### src/rtl/vga_pkg.sv
// Shared raster timing constants and coordinate type
// for the VGA sync generator.
package vga_pkg;

  typedef logic [9:0] coord_t;

  localparam int H_ACTIVE_DEF = 640;
  localparam int H_FP_DEF     = 16;
  localparam int H_SYNC_DEF   = 96;
  localparam int H_BP_DEF     = 48;

  localparam int V_ACTIVE_DEF = 480;
  localparam int V_FP_DEF     = 10;
  localparam int V_SYNC_DEF   = 2;
  localparam int V_BP_DEF     = 33;

  function automatic int h_total(
    input int act,
    input int fp,
    input int sync,
    input int bp
  );
    return act + fp + sync + bp;
  endfunction

  function automatic int v_total(
    input int act,
    input int fp,
    input int sync,
    input int bp
  );
    return act + fp + sync + bp;
  endfunction

endpackage

### src/rtl/sync_delay_line.sv
// Clock-enable qualified shift register; the output is the
// input as it was DEPTH enabled advances ago.
module sync_delay_line #(
  parameter int               WIDTH   = 3,
  parameter int               DEPTH   = 1,
  parameter logic [WIDTH-1:0] RST_VAL = '0
) (
  input  logic             clk_pix,
  input  logic             resetn,
  input  logic             ce,
  input  logic [WIDTH-1:0] d,
  output logic [WIDTH-1:0] q
);

  generate
    if (DEPTH == 0) begin : g_pass
      assign q = d;
    end else begin : g_shift
      logic [WIDTH-1:0] sr [DEPTH];

      always_ff @(posedge clk_pix) begin
        if (!resetn) begin
          for (int i = 0; i < DEPTH; i++)
            sr[i] <= RST_VAL;
        end else if (ce) begin
          sr[0] <= d;
          for (int i = 1; i < DEPTH; i++)
            sr[i] <= sr[i-1];
        end
      end

      assign q = sr[DEPTH-1];
    end
  endgenerate

endmodule

### src/rtl/vga_sync_gen.sv
// Raster timing generator: counters, registered next-position
// decode of de/syncs, line/frame strobes and a realign delay.
module vga_sync_gen
  import vga_pkg::*;
#(
  parameter int H_ACTIVE = H_ACTIVE_DEF,
  parameter int H_FP     = H_FP_DEF,
  parameter int H_SYNC   = H_SYNC_DEF,
  parameter int H_BP     = H_BP_DEF,
  parameter int V_ACTIVE = V_ACTIVE_DEF,
  parameter int V_FP     = V_FP_DEF,
  parameter int V_SYNC   = V_SYNC_DEF,
  parameter int V_BP     = V_BP_DEF,
  parameter bit HS_POL   = 1'b0,
  parameter bit VS_POL   = 1'b0,
  parameter int PIPE_DLY = 1
) (
  input  logic   clk_pix,
  input  logic   resetn,
  input  logic   ce,
  output coord_t hcount,
  output coord_t vcount,
  output logic   de,
  output logic   hsync,
  output logic   vsync,
  output logic   line_start,
  output logic   frame_start,
  output logic   de_d,
  output logic   hsync_d,
  output logic   vsync_d
);

  localparam int HT = h_total(H_ACTIVE, H_FP, H_SYNC, H_BP);
  localparam int VT = v_total(V_ACTIVE, V_FP, V_SYNC, V_BP);

  localparam coord_t H_LAST = coord_t'(HT - 1);
  localparam coord_t V_LAST = coord_t'(VT - 1);
  localparam coord_t H_ACT  = coord_t'(H_ACTIVE);
  localparam coord_t V_ACT  = coord_t'(V_ACTIVE);
  localparam coord_t HS_BEG = coord_t'(H_ACTIVE + H_FP);
  localparam coord_t HS_END = coord_t'(H_ACTIVE + H_FP + H_SYNC - 1);
  localparam coord_t VS_BEG = coord_t'(V_ACTIVE + V_FP);
  localparam coord_t VS_END = coord_t'(V_ACTIVE + V_FP + V_SYNC - 1);

  coord_t h_nxt;
  coord_t v_nxt;
  logic   h_wrap;
  logic   v_wrap;
  logic   de_nxt;
  logic   hs_nxt;
  logic   vs_nxt;

  always_comb begin
    h_wrap = (hcount == H_LAST);
    v_wrap = (vcount == V_LAST);
    h_nxt  = h_wrap ? '0 : hcount + coord_t'(1);
    v_nxt  = vcount;
    if (h_wrap)
      v_nxt = v_wrap ? '0 : vcount + coord_t'(1);
  end

  // Decode the position being entered so outputs align with the counters.
  always_comb begin
    de_nxt = (h_nxt < H_ACT) && (v_nxt < V_ACT);
    hs_nxt = (h_nxt >= HS_BEG && h_nxt <= HS_END) ? HS_POL : ~HS_POL;
    vs_nxt = (v_nxt >= VS_BEG && v_nxt <= VS_END) ? VS_POL : ~VS_POL;
  end

  always_ff @(posedge clk_pix) begin
    if (!resetn) begin
      hcount      <= H_LAST;
      vcount      <= V_LAST;
      de          <= 1'b0;
      hsync       <= ~HS_POL;
      vsync       <= ~VS_POL;
      line_start  <= 1'b0;
      frame_start <= 1'b0;
    end else begin
      line_start  <= 1'b0;
      frame_start <= 1'b0;
      if (ce) begin
        hcount      <= h_nxt;
        vcount      <= v_nxt;
        de          <= de_nxt;
        hsync       <= hs_nxt;
        vsync       <= vs_nxt;
        line_start  <= h_wrap;
        frame_start <= h_wrap && v_wrap;
      end
    end
  end

  sync_delay_line #(
    .WIDTH   (3),
    .DEPTH   (PIPE_DLY),
    .RST_VAL ({1'b0, ~HS_POL, ~VS_POL})
  ) u_dly (
    .clk_pix (clk_pix),
    .resetn  (resetn),
    .ce      (ce),
    .d       ({de, hsync, vsync}),
    .q       ({de_d, hsync_d, vsync_d})
  );

endmodule

### config.mk
export PLATFORM = sky130hd
export DESIGN_NAME = vga_sync_gen
export DESIGN_NICKNAME = d
export VERILOG_FILES = /design/src/rtl/vga_pkg.sv /design/src/rtl/sync_delay_line.sv /design/src/rtl/vga_sync_gen.sv
export SDC_FILE = /design/constraint.sdc
export NUM_CORES = 1
export LEC_CHECK = 0
export ABC_AREA = 0
export CAP_MARGIN = 10
export CORE_MARGIN = 2
export CORE_UTILIZATION = 53
export DETAILED_ROUTE_END_ITERATION = 8
export GPL_TIMING_DRIVEN = 0
export PLACE_DENSITY = 0.79
export SLEW_MARGIN = 20
export SYNTH_ARGS = -nofsm -noshare
export SYNTH_HDL_FRONTEND = slang
export SYNTH_SLANG_ARGS = --single-unit
### constraint.sdc
create_clock -name clk_pix -period 2.5 [get_ports clk_pix]
set_clock_uncertainty 0.1 [all_clocks]
set_input_delay 0.75 -clock clk_pix [delete_from_list [all_inputs] [get_ports clk_pix]]
set_output_delay 0.75 -clock clk_pix [all_outputs]
set_load 0.05 [all_outputs]
==> reports/results.tsv, run 1 <==
metric	value	unit
outcome	complete, no violations	
synth_edf_count	3	
ys_seq_area_share	31.47	%
clockRootBuffer	clkbuf_4	
synth_area_per_cell	8.160	sq um
synth.cells.most_frequent	dfxtp_1, nand2_1, nor2_1	
finalCritPeriodShare	97.57	%
drtIter0Drc	132	
hp-class	reg -> reg	
finalNetCount	271	
endpoint_kind	primary output	
finalHoldWorstSlack	409.2	ps
drive_gt1_share	11.03	%
rows	21	
antenna_found_initial	0	
relSlewSlack	59.83	%
cts_tree	done	
cp_slowest_stage_delay	820	ps
first_pass_iters	4	
grt_pass1_vias	1659	
ys_warn_count	0	
clock_sinks	28	
cts_buffers	3	
synth_top_area_share	26.67	%
ys_ff_latch	28	
clkSlewWorstSetupHoldPaths	160	ps
io_pins	31	
grt_usage	24.82	%
power.share.sequential	34.9	%
synth_nets	237	
yosysMostFrequentCell	dfxtp_1	
port_buffers	29	
p_int	0.8671	mW
viasPerCell	6.172	
drc	0	
synthArstFlopShare	0	%
htreeDepth	1	
die_y	63.51	um
worst_pin_slew	597.1	ps
slew_violations	0	
die_area	4033	sq um
power.share.switching	42.81	%
cp_max_fo	4	
n_antenna_cell	0	
synthCells	230	
p_leak	0.8876	nW
crit_family	buffers and inverters	
synth_area_leader_cell	dfxtp_1	
crit_type	reg -> out	
arrival	1590	ps
worstPathRequired	1650	ps
start_util	55.80	%
vias	1907	
finalSetupViolations	0	
comb_power_share	47.3	%
maxCapViolCount	0	
postCtsSetupBuffers	0	
dp_hpwl	3.546	mm
rsz0062_at_grt	no	
cp_slowest_cell	clkdlybuf4s50_1	
crit_buf_inv	1	
grt_max_degree	17	
max-clock-path-buffers	2	
synth_ff_type	dfxtp_1	
period_needed	2439	ps
fin_total_pwr	1.516	mW
dieWidth	63.51	um
wl_per_cell	15.77	um
wl	4.874	mm
hold_violations	0	
irDropWorstVdd	0.3877	mV
yosysUniqueCellTypes	55	
overflow	0	
synth_area_leaders	dfxtp_1, edfxtp_1, nand2_1	
path_cells	clkdlybuf4s50_1	
power.density	658.2	nW/um^2
syn_area	1877	sq um
power.switching	0.6490	mW
gp_congestion	0.9158	
fmax	410.0	MHz
worstSetupStartpointType	flip-flop	
finalSetupTns	0	ps
grt_pass1_wl	8.052	mm
core_area	3363	sq um
clock_latency	340	ps
area_growth	22.73	%
clockPowerShare	17.7	%
drtAntennaViolNets	0	
[cells in the final DEF (no fill, tap or decap), drive strengths merged, types with 5 or more instances in the layout]
cell            n
dlymetal6s2s    6
buf             9
o21ai           8
a21oi           6
nor4            8
o21a            5
nand3          10
a21boi          7
nor2           18
xnor2           6
inv             6
nor3            7
clkbuf         18
clkdlybuf4s50  17
dlygate4sd2     6
dfxtp          25
and3            5
nand4          11
nand2          20
[routing by layer]
metal  track usage (%)  wire (um)
met1             34.30       2214
met2             40.92       2247
met3             2.500        340
met4             7.337         71
met5                 0          0
[state kept, by name (all words and copies together), names as in the netlist]
| register | count |
|---|---|
| hcount | 10 |
| vcount | 10 |
| u_dly.g_shift.sr | 3 |
| de | 1 |
| frame_start | 1 |
| hsync | 1 |
| line_start | 1 |
| vsync | 1 |
[cells by family after synthesis]
| family | synth area share [%] |
|---|---|
| and+or+nand+nor | 32.87 |
| xor gates and xnor gates | 3.267 |
| buffers and inverters | 7.733 |
| muxes | 0.6000 |
| DFF | 31.47 |
| AOI/OAI and AO/OA | 21.40 |
| adders and majority gates | 2.667 |
[worst paths after layout]
check | endpoint | from | depth (start not counted) | slack [ps]
max | vcount[2] | vcount[2] | 1 | 60
min | vsync | vsync | 2 | 410
max reg2reg | de | hcount[1] | 6 | 160
min reg2reg | vsync | vsync | 2 | 410
[power by group through the flow]
stage | Combinational [mW] | Sequential, mW | Clock, mW
detailed placement | 0.705 | 0.539 | 0
global route | 0.765 | 0.535 | 0.298
floorplan | 0.413 | 0.655 | 0
global placement | 0.698 | 0.537 | 0
CTS | 0.703 | 0.528 | 0.275
finish | 0.718 | 0.529 | 0.269
[tightest hold or removal path, delay by kind of cell, from the launching register on]
kind            cells  cell delay (ps)
simple gates        1              100
compound gates      1               40
flops               1              350
[per-stage QoR]
step	util (%)	setup WS, ps	std cells	instance area, sq um
final	68.49	60.73	309	2303
after global routing	68.49	15.31	309	2303
after CTS	67.37	7.741	309	2266
after detailed placement	66.18	-92.71	305	2226
after global placement	66.18	-107.1	305	2226
after floorplan	-	85.27	230	1878
[timing repair]
item	CTS	global route
gates resized for setup	6	10
gates cloned	0	0
hold buffers	0	0
setup endpoints to repair	6	8
[layout make-up]
type,count,area [sq um]
inverter,6,22.52
multi-input combinational,173,1164
timing repair buffer,29,297.8
clock buffer,4,47.55
sequential,28,591.8
tap,46,57.56
fill,303,1060
buffer,23,122.6
No activity file was read; power rests on OpenSTA's default activity.
==> run 2: changes to the inputs <==
Settings changed: CAP_MARGIN 10 to 25, PLACE_DENSITY 0.79 to 0.77.
Clock period 2.5 ns to 2.8 ns, I/O delays scaled along.
==> reports/results.tsv, run 2 (synthesized netlist as in run 1, its figures left out) <==
metric	value	unit	change
outcome	complete, no violations		
endpoint_kind	primary output		
finalNetCount	271		unchanged
drc	0		unchanged
clock_latency	330	ps	about the same
layout_commonest_cell	clkdlybuf4s50_1		
clock_sinks	28		unchanged
place_inst	305		unchanged
postCtsSetupBuffers	0		unchanged
fmax	377.7	MHz	
antenna_found_initial	0		unchanged
r2r_setup_slack	310	ps	+150 ps
cts_tree	done		
drtIter0Drc	143		+8.3%
drive_gt1_share	8.745	%	-2.3 points
power.share.switching	43.63	%	+0.82 points
wl_met3	368	um	+8.2%
arrival	1710	ps	+120 ps
crit_buf_inv	1		unchanged
htreeDepth	1		unchanged
crit_type	reg -> out		
p_leak	0.7792	nW	-12%
power.share.sequential	36.9	%	+2.0 points
vias	1852		-2.9%
die_area	4033	sq um	unchanged
hp-class	reg -> reg		
clockPowerShare	13.5	%	-4.2 points
hp-start	vsync		
cp_slowest_cell	clkdlybuf4s50_1		
drtAntennaViolNets	0		unchanged
start_util	55.80	%	unchanged
crit_cells	1		unchanged
cts_buffers	3		unchanged
cp_slowest_stage_delay	860	ps	+40 ps
hold_violations	0		unchanged
p_int	0.7196	mW	-17%
worstHoldEndpoint	vsync		
grt_max_degree	16		-1
setup_slack	152.1	ps	+91.34 ps
gp_congestion	0.9213		+0.60%
whs_path_depth	2		unchanged
io_pins	31		unchanged
n_antenna_cell	0		unchanged
slew_violations	0		unchanged
layout_common_cells	clkdlybuf4s50_1, dfxtp_1, nand2_1, nor2_1, clkbuf_1		
fin_total_pwr	1.277	mW	-16%
worst_pin_slew	544.0	ps	-53.02 ps
irDropWorstVdd	0.3222	mV	-17%
port_buffers	29		unchanged
dp_hpwl	3.422	mm	-3.5%
period_needed	2648	ps	
place_ws	80.74	ps	+173.5 ps
power.density	567.1	nW/um^2	-14%
worstPathRequired	1860	ps	+210 ps
final_cells	309		unchanged
worstSetupStartpointType	flip-flop		
crit_family	buffers and inverters		
first_pass_iters	4		unchanged
rsz0062_at_grt	no		
wl_met1	2.191	mm	-1.0%
wl_per_cell	15.25	um	-3.3%
clkSlewWorstSetupHoldPaths	150	ps	about the same
grt_pass1_wl	8.045	mm	about the same
comb_power_share	49.6	%	+2.3 points
finalSetupTns	0	ps	unchanged
top_regs	hcount (10), vcount (10), u_dly.g_shift.sr (3)		
r2r_end	de		
grt_pass1_vias	1652		-0.42%
relSlewSlack	63.40	%	+3.6 points
overflow	0		unchanged
clockRootBuffer	clkbuf_4		
cp_max_fo	9		+5
core_area	3363	sq um	unchanged
power.switching	0.5570	mW	-14%
wl	4.711	mm	-3.3%
cts_resized	0		-6
finalCritPeriodShare	94.57	%	
finalSetupViolations	0		unchanged
rr_worst_depth	6		unchanged
max-clock-path-buffers	2		unchanged
top_layer_used	met4		
grt_usage	24.92	%	+0.10 points
area_growth	19.93	%	
die_y	63.51	um	unchanged
dieWidth	63.51	um	unchanged
rows	21		unchanged
cts_hold_buf	0		unchanged
viasPerCell	5.994		-2.9%
dr_wl_met2	2.045	mm	-9.0%
path_cells	clkdlybuf4s50_1		
maxCapViolCount	0		unchanged
timing.rr.start	hcount[1]		
[run 2: cell types whose count changed in the layout (fill, tap and decap cells not counted), sizes merged]
cell	previous run	this run
clkinv	0	1
clkbuf	18	17
dlymetal6s2s	6	0
dlygate4sd2	6	0
clkdlybuf4s50	17	29
[run 2: area by class of cell]
cell class / count / area, sq um
Buffer: 23 / 122.6
Inverter: 6 / 22.52
Tap cell: 46 / 57.56
Multi-Input combinational cell: 173 / 1141
Clock buffer: 3 / 22.52
Sequential cell: 28 / 590.6
Timing Repair Buffer: 29 / 290.3
Clock inverter: 1 / 3.754
Fill cell: 318 / 1112
[run 2: per-stage QoR]
step | hold WS [ps] | util (%) | cell area, sq um
floorplan | 598.3 | - | 1877
global route | 439.1 | 66.93 | 2251
finish | 413.4 | 66.93 | 2251
global placement | 397.6 | 66.15 | 2225
detailed placement | 396.9 | 66.15 | 2225
CTS | 416.6 | 66.93 | 2251
[run 2: worst max-delay path by stage]
stage,start,to
global placement,resetn,vcount[2]
floorplan,hcount[1],de
CTS,hcount[1],hcount[1]
finish,hcount[1],hcount[1]
detailed placement,resetn,vcount[2]
global route,hcount[1],hcount[1]
[run 2: power groups by stage]
stage / Sequential (mW) / Combinational [mW] / Clock (mW)
2_1_floorplan: 0.585 / 0.369 / 0
3_3_place_gp: 0.479 / 0.624 / 0
3_5_place_dp: 0.480 / 0.624 / 0
4_1_cts: 0.472 / 0.628 / 0.180
5_1_grt: 0.477 / 0.684 / 0.199
6_report: 0.471 / 0.633 / 0.172
[run 2: metal layers]
layer | track usage [%] | vias to the layer above
met3 | 2.321 | 8
met5 | 0 | -
met4 | 9.511 | 0
li1 | - | 929
met2 | 38.55 | 72
met1 | 35.78 | 843
==> run 3: changes to the inputs <==
Clock period 2.8 ns to 2.6 ns, I/O delays scaled along.
==> reports/results.tsv, run 3 (synthesized netlist as in run 1, its figures left out) <==
metric	value	unit	change
dr_wl_met2	2.100	mm	+2.7%
endpoint_kind	primary output		
layout_commonest_cell	dfxtp_1		
p_leak	0.8459	nW	+8.6%
grt_usage	24.92	%	unchanged
worstSetupStartpointType	flip-flop		
worst_pin_slew	576.8	ps	+32.78 ps
setup_slack	89.14	ps	-62.94 ps
clockRootBuffer	clkbuf_4		
period_needed	2511	ps	
place_ws	-59.26	ps	-140.0 ps
arrival	1630	ps	-80 ps
cts_buffers	3		unchanged
rr_worst_depth	6		unchanged
cts_tree	done		
wl_met1	2.166	mm	-1.1%
cp_slowest_stage_delay	840	ps	-20 ps
cp_max_fo	4		-5
hold_violations	0		unchanged
timing.rr.start	hcount[1]		
cp_slowest_cell	clkdlybuf4s50_1		
hp-class	reg -> reg		
layout_common_cells	dfxtp_1, clkdlybuf4s50_1, nand2_1, nor2_1, clkbuf_1		
first_pass_iters	4		unchanged
area_growth	21.00	%	
crit_type	reg -> out		
r2r_end	de		
finalSetupViolations	0		unchanged
htreeDepth	1		unchanged
grt_pass1_wl	8.045	mm	unchanged
drive_gt1_share	9.506	%	+0.76 points
top_regs	hcount (10), vcount (10), u_dly.g_shift.sr (3)		
grt_max_degree	16		unchanged
power.density	605.7	nW/um^2	+6.8%
wl_met3	379	um	+3.0%
viasPerCell	5.984		-0.16%
clock_latency	330	ps	about the same
finalHoldWorstSlack	412.4	ps	-1.022 ps
dieWidth	63.51	um	unchanged
core_area	3363	sq um	unchanged
die_y	63.51	um	unchanged
die_area	4033	sq um	unchanged
crit_cells	1		unchanged
clkSlewWorstSetupHoldPaths	150	ps	about the same
n_antenna_cell	0		unchanged
grt_pass1_vias	1652		unchanged
drtAntennaViolNets	0		unchanged
rsz0062_at_grt	no		
wl	4.740	mm	+0.62%
worstSetupStartpoint	hcount[5]		
cp-endpoint	hcount[5]		
io_pins	31		unchanged
worstPathRequired	1720	ps	-140 ps
slew_violations	0		unchanged
r2r_setup_slack	190	ps	-120 ps
irDropWorstVdd	0.3496	mV	+8.5%
drc	0		unchanged
crit_family	buffers and inverters		
clock_sinks	28		unchanged
antenna_found_initial	0		unchanged
finalNetCount	271		unchanged
multi_input_area	1151	sq um	+0.88%
vias	1849		-0.16%
crit_buf_inv	1		unchanged
fillers	312		-1.9%
relSlewSlack	61.19	%	-2.2 points
path_cells	clkdlybuf4s50_1		
regArea	590.6	sq um	unchanged
top_layer_used	met4		
finalCritPeriodShare	96.57	%	
overflow	0		unchanged
fmax	398.3	MHz	
outcome	complete, no violations		
start_util	55.80	%	unchanged
maxCapViolCount	0		unchanged
rows	21		unchanged
gp_congestion	0.9213		unchanged
port_buffers	29		unchanged
max-clock-path-buffers	2		unchanged
wl_per_cell	15.34	um	+0.62%
dp_hpwl	3.422	mm	unchanged
finish.utilization	67.52	%	+0.60 points
drtIter0Drc	121		-15%
==> run 3: cell type report <==
type                    instances  area share, %
plain buffers                  23          5.399
repair buffers                 29          13.22
inverters                       6         0.9917
well taps                      46          2.534
multi-input cells             173          50.69
flip-flops and latches         28          26.01
clock buffers                   3         0.9917
clock inverters                 1         0.1653
==> run 3: through the flow <==
step                      TNS, ps  cells  total power, mW  cell area (sq um)
after floorplan                 0    230            1.027               1877
after global placement     -54.08    305            1.188               2225
after detailed placement   -66.14    305            1.190               2225
after CTS                       0    309            1.377               2248
after global routing            0    309            1.467               2271
final                           0    309            1.375               2271
==> run 3: worst min-delay path by stage <==
| stage | startpoint | to | slack, ps | cells past startpoint |
|---|---|---|---|---|
| floorplan | vcount[7] | vcount[7] | 600 | 2 |
| global placement | vsync | vsync | 400 | 2 |
| detailed placement | vsync | vsync | 400 | 2 |
| CTS | vsync | vsync | 420 | 2 |
| global route | vsync | vsync | 440 | 2 |
| finish | vsync | vsync | 410 | 2 |
==> run 3: metal layers <==
| layer | vias to the layer above | GRT usage [%] |
|---|---|---|
| met5 | - | 0 |
| met2 | 75 | 38.55 |
| li1 | 927 | - |
| met1 | 841 | 35.78 |
| met3 | 6 | 2.321 |
| met4 | 0 | 9.511 |
==> run 3: timing repair <==
item,4_1_cts,5_1_grt
hold buffers,0,0
gates cloned,0,0
gates resized for setup,2,7
setup endpoints to repair,2,5
setup buffers,0,0
==> run 3: report_power, final <==
part	leakage, nW	internal, mW	switching (mW)
clock network	0.0154	0.0563	0.129
registers	0.230	0.471	0.0365
logic	0.601	0.247	0.435
total	0.846	0.775	0.600
